==> src/rtl/ysyx_22041412_csr_ctrl_if.sv <==
// Request/response and CSR-side bundle for the CSR access controller.
// Latency: none (wiring only).
// Backpressure: req_valid/req_ready upstream, csr_valid/csr_ready toward the CSR file.
interface ysyx_22041412_csr_ctrl_if;
    // upstream request
    logic        req_valid;
    logic        req_ready;
    logic [63:0] req_pc;
    logic [2:0]  req_func3;
    logic [3:0]  req_csr;
    logic [63:0] req_wdata;
    // upstream response
    logic        resp_valid;
    logic [63:0] resp_rdata;
    logic        resp_err;
    logic        redirect_valid;
    logic [63:0] redirect_pc;
    // CSR file side
    logic        csr_en;
    logic        csr_valid;
    logic [63:0] csr_pc;
    logic [3:0]  csr_addr;
    logic [2:0]  csr_func3;
    logic [63:0] csr_wdata;
    logic [63:0] csr_rdata;
    logic        csr_ready;

    // environment view: issues requests and plays the CSR responder
    modport master (
        output req_valid, req_pc, req_func3, req_csr, req_wdata,
        input  req_ready,
        input  resp_valid, resp_rdata, resp_err, redirect_valid, redirect_pc,
        input  csr_en, csr_valid, csr_pc, csr_addr, csr_func3, csr_wdata,
        output csr_rdata, csr_ready
    );

    // controller view
    modport slave (
        input  req_valid, req_pc, req_func3, req_csr, req_wdata,
        output req_ready,
        output resp_valid, resp_rdata, resp_err, redirect_valid, redirect_pc,
        output csr_en, csr_valid, csr_pc, csr_addr, csr_func3, csr_wdata,
        input  csr_rdata, csr_ready
    );
endinterface

==> src/rtl/ysyx_22041412_csr_ctrl.sv <==
// Sequences CSR ops, ecall (cause write + mtvec fetch) and mret (mepc fetch) against an external CSR file.
// Latency: illegal 1 cycle to resp; CSR op/mret 2+wait; ecall 4+waits; each access gives up after RESP_TIMEOUT stalled cycles.
// Backpressure: req_ready only in IDLE (one request in flight); csr_ready stalls the access, csr_ready with csr_en=0 is ignored.
module ysyx_22041412_csr_ctrl #(
    parameter int RESP_TIMEOUT = 15
) (
    input  logic                           clk,
    input  logic                           rst_n,
    ysyx_22041412_csr_ctrl_if.slave        bus
);
    typedef enum logic [2:0] {IDLE, ACCESS, VEC, EPC, RESP} state_t;

    localparam logic [3:0] CSR_MTVEC = 4'h3;
    localparam logic [3:0] CSR_MEPC  = 4'h4;
    localparam logic [3:0] CSR_ECALL = 4'hb;
    localparam logic [3:0] CSR_MRET  = 4'hc;
    localparam logic [3:0] TIMEOUT   = 4'(RESP_TIMEOUT);

    // every output comes straight from this register
    typedef struct packed {
        logic        req_ready;
        logic        resp_valid;
        logic [63:0] resp_rdata;
        logic        resp_err;
        logic        redirect_valid;
        logic [63:0] redirect_pc;
        logic        csr_en;
        logic [63:0] csr_pc;
        logic [3:0]  csr_addr;
        logic [2:0]  csr_func3;
        logic [63:0] csr_wdata;
    } ctrl_out_t;

    state_t     state, state_nxt;
    ctrl_out_t  out_q, out_d;
    logic [3:0] cnt, cnt_nxt, cnt_inc;
    logic       is_ecall, is_ecall_nxt;
    logic       vec_gap, vec_gap_nxt;   // VEC's first cycle keeps csr_en low so the ecall update settles
    logic       op_legal;

    assign bus.req_ready      = out_q.req_ready;
    assign bus.resp_valid     = out_q.resp_valid;
    assign bus.resp_rdata     = out_q.resp_rdata;
    assign bus.resp_err       = out_q.resp_err;
    assign bus.redirect_valid = out_q.redirect_valid;
    assign bus.redirect_pc    = out_q.redirect_pc;
    assign bus.csr_en         = out_q.csr_en;
    assign bus.csr_valid      = out_q.csr_en;
    assign bus.csr_pc         = out_q.csr_pc;
    assign bus.csr_addr       = out_q.csr_addr;
    assign bus.csr_func3      = out_q.csr_func3;
    assign bus.csr_wdata      = out_q.csr_wdata;

    // State, wait counter, sequencing flags and the registered outputs.
    always_ff @(posedge clk or negedge rst_n) begin
        if (!rst_n) begin
            state    <= IDLE;
            cnt      <= 4'd0;
            is_ecall <= 1'b0;
            vec_gap  <= 1'b0;
            out_q    <= '0;
        end else begin
            state    <= state_nxt;
            cnt      <= cnt_nxt;
            is_ecall <= is_ecall_nxt;
            vec_gap  <= vec_gap_nxt;
            out_q    <= out_d;
        end
    end

    // Next state and next output values; completions first, then the stall/timeout override.
    always_comb begin
        state_nxt    = state;
        cnt_nxt      = cnt;
        is_ecall_nxt = is_ecall;
        vec_gap_nxt  = vec_gap;
        out_d        = out_q;
        cnt_inc      = cnt + 4'd1;
        op_legal     = (bus.req_func3 inside {3'b001, 3'b010, 3'b011, 3'b101, 3'b110, 3'b111})
                       && (bus.req_csr >= 4'd1) && (bus.req_csr <= 4'd6);

        case (state)
            IDLE: begin
                out_d.req_ready      = 1'b1;
                out_d.resp_valid     = 1'b0;
                out_d.resp_err       = 1'b0;
                out_d.redirect_valid = 1'b0;
                out_d.csr_en         = 1'b0;
                if (bus.req_valid && out_q.req_ready) begin
                    out_d.req_ready = 1'b0;
                    out_d.csr_pc    = bus.req_pc;
                    out_d.csr_wdata = bus.req_wdata;
                    out_d.csr_func3 = bus.req_func3;
                    out_d.csr_addr  = bus.req_csr;
                    cnt_nxt         = 4'd0;
                    if (op_legal) begin
                        state_nxt    = ACCESS;
                        out_d.csr_en = 1'b1;
                        is_ecall_nxt = 1'b0;
                    end else if (bus.req_func3 == 3'b000 && bus.req_csr == CSR_ECALL) begin
                        state_nxt    = ACCESS;
                        out_d.csr_en = 1'b1;
                        is_ecall_nxt = 1'b1;
                    end else if (bus.req_func3 == 3'b000 && bus.req_csr == CSR_MRET) begin
                        state_nxt      = EPC;
                        out_d.csr_en   = 1'b1;
                        out_d.csr_addr = CSR_MEPC;
                    end else begin
                        state_nxt        = RESP;
                        out_d.resp_valid = 1'b1;
                        out_d.resp_err   = 1'b1;
                        out_d.resp_rdata = 64'h0;
                    end
                end
            end
            ACCESS: begin
                if (bus.csr_ready) begin
                    out_d.csr_en = 1'b0;
                    if (is_ecall) begin
                        state_nxt       = VEC;
                        vec_gap_nxt     = 1'b1;
                        out_d.csr_addr  = CSR_MTVEC;
                        out_d.csr_func3 = 3'b000;
                    end else begin
                        state_nxt        = RESP;
                        out_d.resp_valid = 1'b1;
                        out_d.resp_rdata = bus.csr_rdata;
                        out_d.resp_err   = 1'b0;
                    end
                end
            end
            VEC, EPC: begin
                if (vec_gap) begin
                    vec_gap_nxt  = 1'b0;
                    out_d.csr_en = 1'b1;
                    cnt_nxt      = 4'd0;
                end else if (bus.csr_ready) begin
                    state_nxt            = RESP;
                    out_d.csr_en         = 1'b0;
                    out_d.resp_valid     = 1'b1;
                    out_d.resp_err       = 1'b0;
                    out_d.redirect_valid = 1'b1;
                    out_d.redirect_pc    = bus.csr_rdata;
                end
            end
            RESP: begin
                state_nxt            = IDLE;
                out_d.req_ready      = 1'b1;
                out_d.resp_valid     = 1'b0;
                out_d.resp_err       = 1'b0;
                out_d.redirect_valid = 1'b0;
            end
            default: begin
                state_nxt = IDLE;
            end
        endcase

        if (out_q.csr_en && (state inside {ACCESS, VEC, EPC}) && !bus.csr_ready) begin
            if (cnt_inc == TIMEOUT) begin
                state_nxt            = RESP;
                out_d.csr_en         = 1'b0;
                out_d.resp_valid     = 1'b1;
                out_d.resp_err       = 1'b1;
                out_d.resp_rdata     = 64'h0;
                out_d.redirect_valid = 1'b0;
            end else begin
                cnt_nxt = cnt_inc;
            end
        end
    end
endmodule
==> src/flat_wrapper.sv <==
// flat-port wrapper written by rule: the top's interface ports become plain ports
module ysyx_22041412_csr_ctrl_flat 
#(
    parameter int RESP_TIMEOUT = 15
)
  (clk, rst_n, bus_req_valid, bus_req_pc, bus_req_func3, bus_req_csr, bus_req_wdata, bus_req_ready, bus_resp_valid, bus_resp_rdata, bus_resp_err, bus_redirect_valid, bus_redirect_pc, bus_csr_en, bus_csr_valid, bus_csr_pc, bus_csr_addr, bus_csr_func3, bus_csr_wdata, bus_csr_rdata, bus_csr_ready);
  ysyx_22041412_csr_ctrl_if bus_i ();
  input  logic clk;
  input  logic rst_n;
  input wire logic [$bits(bus_i.req_valid)-1:0] bus_req_valid;
  input wire logic [$bits(bus_i.req_pc)-1:0] bus_req_pc;
  input wire logic [$bits(bus_i.req_func3)-1:0] bus_req_func3;
  input wire logic [$bits(bus_i.req_csr)-1:0] bus_req_csr;
  input wire logic [$bits(bus_i.req_wdata)-1:0] bus_req_wdata;
  output wire logic [$bits(bus_i.req_ready)-1:0] bus_req_ready;
  output wire logic [$bits(bus_i.resp_valid)-1:0] bus_resp_valid;
  output wire logic [$bits(bus_i.resp_rdata)-1:0] bus_resp_rdata;
  output wire logic [$bits(bus_i.resp_err)-1:0] bus_resp_err;
  output wire logic [$bits(bus_i.redirect_valid)-1:0] bus_redirect_valid;
  output wire logic [$bits(bus_i.redirect_pc)-1:0] bus_redirect_pc;
  output wire logic [$bits(bus_i.csr_en)-1:0] bus_csr_en;
  output wire logic [$bits(bus_i.csr_valid)-1:0] bus_csr_valid;
  output wire logic [$bits(bus_i.csr_pc)-1:0] bus_csr_pc;
  output wire logic [$bits(bus_i.csr_addr)-1:0] bus_csr_addr;
  output wire logic [$bits(bus_i.csr_func3)-1:0] bus_csr_func3;
  output wire logic [$bits(bus_i.csr_wdata)-1:0] bus_csr_wdata;
  input wire logic [$bits(bus_i.csr_rdata)-1:0] bus_csr_rdata;
  input wire logic [$bits(bus_i.csr_ready)-1:0] bus_csr_ready;
  assign bus_i.req_valid = bus_req_valid;
  assign bus_i.req_pc = bus_req_pc;
  assign bus_i.req_func3 = bus_req_func3;
  assign bus_i.req_csr = bus_req_csr;
  assign bus_i.req_wdata = bus_req_wdata;
  assign bus_req_ready = bus_i.req_ready;
  assign bus_resp_valid = bus_i.resp_valid;
  assign bus_resp_rdata = bus_i.resp_rdata;
  assign bus_resp_err = bus_i.resp_err;
  assign bus_redirect_valid = bus_i.redirect_valid;
  assign bus_redirect_pc = bus_i.redirect_pc;
  assign bus_csr_en = bus_i.csr_en;
  assign bus_csr_valid = bus_i.csr_valid;
  assign bus_csr_pc = bus_i.csr_pc;
  assign bus_csr_addr = bus_i.csr_addr;
  assign bus_csr_func3 = bus_i.csr_func3;
  assign bus_csr_wdata = bus_i.csr_wdata;
  assign bus_i.csr_rdata = bus_csr_rdata;
  assign bus_i.csr_ready = bus_csr_ready;
  ysyx_22041412_csr_ctrl #(.RESP_TIMEOUT(RESP_TIMEOUT)) u_core (.clk(clk), .rst_n(rst_n), .bus(bus_i));
endmodule
==> config.mk <==
export PLATFORM = sky130hd
export DESIGN_NAME = ysyx_22041412_csr_ctrl_flat
export DESIGN_NICKNAME = d
export VERILOG_FILES = /design/src/rtl/ysyx_22041412_csr_ctrl_if.sv /design/src/rtl/ysyx_22041412_csr_ctrl.sv /design/src/flat_wrapper.sv
export SDC_FILE = /design/constraint.sdc
export NUM_CORES = 1
export LEC_CHECK = 0
export BUFFER_PORTS_ARGS = -buffer_cell sky130_fd_sc_hd__buf_4
export CELL_PAD_IN_SITES_DETAIL_PLACEMENT = 0
export CELL_PAD_IN_SITES_GLOBAL_PLACEMENT = 1
export CORE_MARGIN = 2
export CORE_UTILIZATION = 35
export DETAILED_ROUTE_END_ITERATION = 12
export HOLD_SLACK_MARGIN = 0.03
export PLACE_DENSITY = 0.86
export SKIP_CTS_REPAIR_TIMING = 1
export SYNTH_ARGS = -nofsm -noshare
export SYNTH_HDL_FRONTEND = slang
export SYNTH_SLANG_ARGS = --single-unit
==> constraint.sdc <==
create_clock -name clk -period 2.31 [get_ports clk]
set_input_delay 0.5775 -clock clk [delete_from_list [all_inputs] [get_ports clk]]
set_output_delay 0.5775 -clock clk [all_outputs]
set_load 0.005 [all_outputs]
# Word level (Yosys, flattened, before mapping)
# Cells that the tools add are included.
[op_classes] order_cmp=2 reduce_logical=23 n_addsub=1 bitwise=1 n_mux=53 n_eq_ne=16
[op_table] operator="two-way mux 66 bit" count=6
[op_table] operator="two-way mux 67 bit" count=4
[op_table] operator="two-way mux 136 bit" count=1
[op_table] operator="one-hot mux 64 bit (2 select lines)" count=1
[op_table] operator="two-way mux 3 bit" count=10
[op_table] operator="two-way mux 4 bit" count=7
[op_table] operator="two-way mux 7 bit" count=2
[op_table] operator="one-hot mux 7 bit (2 select lines)" count=1
[op_table] operator="two-way mux 1 bit" count=13
[op_table] operator="equality test 3 x 2 -> 1 bit, second input constant" count=4
[op_table] operator="equality test 3 bit, second input constant" count=4
[op_table] operator="equality test 4 bit, second input constant" count=3
[op_table] operator="one-hot mux 3 bit (3 select lines)" count=1
[op_table] operator="AND reduction 3 bit" count=3
[op_table] operator="one-hot mux 1 bit (4 select lines)" count=2
[op_table] operator="one-hot mux 4 bit (2 select lines)" count=1
[op_table] operator="nonzero test 2 bit" count=4
[op_table] operator="logical AND 1 bit" count=7
[op_table] operator="equality test 3 x 1 -> 1 bit, second input constant" count=2
[op_table] operator="zero test 3 bit" count=2
[op_table] operator="one-hot mux 1 bit (2 select lines)" count=3
[op_table] operator="nonzero test 6 bit" count=1
[op_table] operator="adder 4 x 1 -> 4 bit, second input constant" count=1
[op_table] operator=">= comparator 4 x 1 -> 1 bit, second input constant" count=1
[op_table] operator="other kinds (10)" count=12
[totals] regBits=277 input_bits=203 output_inout_bits=269 word_cells=111

# Logic depth before layout (Yosys ltp)
[depth] word_depth=9 mapped_depth=8 ltp_nobuf=6

# Worst setup path after synthesis
# Ideal clock, no wire load.
[synth_timing] path_kind="input port to flip-flop" from="input port bus_req_func3[2]" to="register u_core.state[2]" path_slack_ns=0.265 path_stages=4 setup_time_ns=0.139 t_arrival_ns=1.907 path_buffers=0 path_cell_list="or4b_1 > a21oi_1 > or3_1 > or4b_1"
[synth_via] elab_chain_len=9
[synth_lines] item="start: declaration" line="flat_wrapper.sv:12" rtl="input wire logic [$bits(bus_i.req_func3)-1:0] bus_req_func3;"
[synth_lines] item="equality test 3 x 1 -> 1 bit (tied with other cells)" line="ysyx_22041412_csr_ctrl.sv:79" rtl="op_legal = (bus.req_func3 inside {3'b001, 3'b010, 3'b011, 3'b101, 3'b110, 3'b111})"
[synth_lines] item="nonzero test 6 bit / logical AND 1 bit (equally long branches)" line="ysyx_22041412_csr_ctrl.sv:79, ysyx_22041412_csr_ctrl.sv:104"
[synth_lines] item="logical AND 1 bit / two-way mux 3 bit (equally long branches)" line="ysyx_22041412_csr_ctrl.sv:80, ysyx_22041412_csr_ctrl.sv:104"
[synth_lines] item="logical AND 1 bit / two-way mux 3 bit (equally long branches)" line="ysyx_22041412_csr_ctrl.sv:80, ysyx_22041412_csr_ctrl.sv:100"
[synth_lines] item="two-way mux 3 bit *" line="ysyx_22041412_csr_ctrl.sv:96" rtl="if (op_legal) begin"
[synth_lines] item="two-way mux 3 bit *" line="ysyx_22041412_csr_ctrl.sv:89" rtl="if (bus.req_valid && out_q.req_ready) begin"
[synth_lines] item="one-hot mux 3 bit (3 select lines) *" line="ysyx_22041412_csr_ctrl.sv:82" rtl="case (state)"
[synth_lines] item="two-way mux 3 bit" line="ysyx_22041412_csr_ctrl.sv:159" rtl="if (cnt_inc == TIMEOUT) begin"
[synth_lines] item="two-way mux 3 bit *" line="ysyx_22041412_csr_ctrl.sv:158" rtl="if (out_q.csr_en && (state inside {ACCESS, VEC, EPC}) && !bus.csr_ready) begin"
[synth_lines] item="net u_core.state_nxt[2]" line="ysyx_22041412_csr_ctrl.sv:34" rtl="state_t state, state_nxt;"
[synth_lines] item="end signal: assignment" line="ysyx_22041412_csr_ctrl.sv:63" rtl="state <= state_nxt;"
[synth_lines] item="end: declaration" line="ysyx_22041412_csr_ctrl.sv:34"
# The timed path passes the listed nets; every way through them passes the cells marked *.
# A chain may end at the register's enable or synchronous reset.

==> results.json <==
{
  "hpwl_um": 25340,
  "grt_max_degree": 77,
  "hp-start": "bus_req_pc[3]",
  "max_stage_delay_ps": 440,
  "ctsLongestPathBuffers": 3,
  "drv_cap": 0,
  "status": "finished clean",
  "ir_drop_uv": 914.2,
  "cp_max_fo": 54,
  "required_ps": 2720,
  "multi_input_area_mm2": 0.003782,
  "critPathKind": "flip-flop to flip-flop",
  "path_buf_inv": 2,
  "final_layout_size_suffix_gt1_share_pct": 39.78,
  "ys_top_cells_by_area": "dfrtp_1 (63%), nand2_1 (18%), mux2_2 (6.5%)",
  "via_per_inst": 4.775,
  "relSlewSlack_pct": 67.04,
  "slowest_stage": "dfrtp_1",
  "slew_violations": 0,
  "htreeDepth": 1,
  "port_buffers": 471,
  "skew_ps": 10.08,
  "drt-initial-drc-count": 489,
  "async_flop_share_pct": 100.0,
  "wl_um": 34850,
  "num_io_pins": 472,
  "yosys.area.top_type_share_pct": 62.87,
  "yosysUniqueCellTypes": 41,
  "switchingPower_mw": 6.773,
  "finalSetupViolations": 0,
  "netlist_instances": 1095,
  "die_h_um": 181.5,
  "worstSetupEndpointType": "flip-flop",
  "p_clk_share_pct": 25.1,
  "placed_area_mm2": 0.01515,
  "ys_ff_latch": 277,
  "fmax_mhz": 485.7,
  "post-route-period-util_pct": 89.13,
  "seq_area_mm2": 0.006932,
  "synth_ff_type": "dfrtp_1",
  "grt_pass1_wl_um": 54690,
  "start_util_pct": 35.76,
  "clk_transition_reported_paths_ps": 60,
  "p_int_mw": 14.35,
  "p_per_area_mw_per_mm2": 1297,
  "arrival_ps": 2470,
  "via_count": 9449,
  "cts_root_buf": "clkbuf_16",
  "fin_crit_ps": 2059,
  "row_count": 64,
  "crit_start": "u_core.cnt[0]$_DFF_PN0_",
  "drcViolationCount": 0,
  "n_fill_cell": 2754,
  "path_cells": "inv_1, ha_1, nand2_1, a211oi_1, o211a_4, buf_12, o31ai_1",
  "hold_violations": 0,
  "cts_buffers": 30,
  "yosysMostFrequentCell": "nand2_1",
  "hold_path.class": "input pin to flip-flop",
  "grt_pass1_vias": 9696,
  "synthTopCellsByCount": "nand2_1 (532), dfrtp_1 (277), o31ai_1 (65)",
  "switching_share_pct": 32.06,
  "gp_congestion": 0.7971,
  "tightest_slew_ps": 494.4,
  "drtPass1Iterations": 5,
  "power.leakage_nw": 8.636,
  "synth_edf_count": 0,
  "synth_top_area_cell": "dfrtp_1",
  "die-area_mm2": 0.03294,
  "seqPwrFrac_pct": 38.8,
  "power_frac_comb_pct": 36.0,
  "seq_area_frac_synth_pct": 62.87,
  "final_nets": 1762,
  "total_power_mw": 21.13,
  "critPathLaunchType": "flip-flop",
  "cts_tree": "built",
  "syn_area_per_cell_um2": 10.07,
  "core-area_mm2": 0.03083,
  "synthesis.area_mm2": 0.01103,
  "yosysWarnings": 0,
  "rsz0062_at_grt": "false",
  "cts.sinks": 277,
  "overflow": 0,
  "holdWs_ps": 210.4,
  "die_w_um": 181.5,
  "syn_to_final_growth_pct": 47.70,
  "r2r-start": "u_core.cnt[0]$_DFF_PN0_",
  "antenna_found_initial": 2,
  "path_delay_family": "compound AO/OA/AOI/OAI gates",
  "syn-num-nets": 1300,
  "track_usage_pct": 20.76,
  "fin_util_pct": 52.82,
  "fin_area_mm2": 0.01628,
  "wl_per_cell_um": 17.61,
  "ant_nets": 0,
  "clock_latency_ps": 550
}
## routing by layer
metal	routed length [um]	up-vias	GRT usage (%)
met5	0	-	0
met4	668	0	5.236
met3	3113	41	6.298
met2	17100	382	35.46
met1	13970	4547	25.71
li1	-	4479	-
## layout make-up
cell class / instances / area share, %
sequential: 277 / 42.57
timing repair buffer: 501 / 24.08
multi-input combinational: 740 / 23.23
clock buffer: 44 / 5.678
tap: 396 / 3.043
clock inverter: 12 / 1.214
inverter: 7 / 0.1614
antenna: 2 / 0.03073
## power groups by stage
| stage | clock, mW | sequential [mW] | combinational [mW] |
|---|---|---|---|
| global route | 5.65 | 8.47 | 8.45 |
| global placement | 0 | 8.16 | 7.64 |
| detailed placement | 0 | 8.22 | 7.79 |
| CTS | 5.45 | 8.21 | 7.77 |
| floorplan | 0 | 8.24 | 2.81 |
| finish | 5.31 | 8.20 | 7.62 |
## registers in the layout, indices dropped and copies added (netlist names)
register / count
u_core.bus.csr_pc: 64
u_core.bus.csr_wdata: 64
u_core.bus.redirect_pc: 64
u_core.bus.resp_rdata: 64
u_core.bus.csr_addr: 4
u_core.cnt: 4
u_core.bus.csr_func3: 3
u_core.state: 3
u_core.bus.csr_en: 1
u_core.bus.redirect_valid: 1
u_core.bus.req_ready: 1
u_core.bus.resp_err: 1
u_core.bus.resp_valid: 1
u_core.is_ecall: 1
u_core.vec_gap: 1
## worst min-delay path: stages
cell	delay, ps
buf_4	70
nand2_1	40
nand2_1	40
## cells by family after synthesis
family,synth area share [%]
xor gates and xnor gates,0.07945
and+or+nand+nor,20.76
buffers and inverters,3.121
adders and majority gates,0.2269
AOI/OAI and AO/OA,6.139
DFF,62.87
muxes,6.809
## worst paths after layout
| kind | endpoint | slack, ps | cells past startpoint |
|---|---|---|---|
| worst min-delay path | u_core.bus.csr_pc[3]$_DFFE_PN0P_ | 210 | 3 |
| worst max register to register | u_core.bus.resp_rdata[19]$_DFF_PN0_ | 250 | 7 |
| max in group asynchronous | u_core.bus.resp_rdata[10]$_DFF_PN0_ | 1010 | 3 |
| worst max-delay path | u_core.bus.resp_rdata[19]$_DFF_PN0_ | 250 | 7 |
| worst min register to register | u_core.bus.csr_pc[17]$_DFFE_PN0P_ | 470 | 2 |
| min in group asynchronous | u_core.bus.csr_wdata[14]$_DFFE_PN0P_ | 560 | 2 |
## through the flow
step	std cells	setup slack, ps	TNS (ps)
2_1_floorplan	1095	264.8	0
3_3_place_gp	1920	-81.30	-81.30
3_5_place_dp	1920	-69.05	-142.7
4_1_cts	1976	271.5	0
5_1_grt	1979	92.37	0
6_report	1979	251.2	0
## cell usage in the layout, fill, tap and decap left out, drive strengths merged, types with 2 or more instances in the layout
master,instances
diode,2
dfrtp,277
clkinv,5
mux2,64
a21oi,8
clkinvlp,2
nand2b,3
bufinv,5
a211oi,2
ha,2
or3b,3
nand3b,6
mux2i,3
clkbuf,44
nand2,532
o31ai,65
buf,500
nand4b,2
nand3,2
and3b,2
nor2b,2
or3,3
or4b,2
o21ai,9
inv,7
nor2,7
nor3,6
and3,3
(Power assumes the default switching activity.)
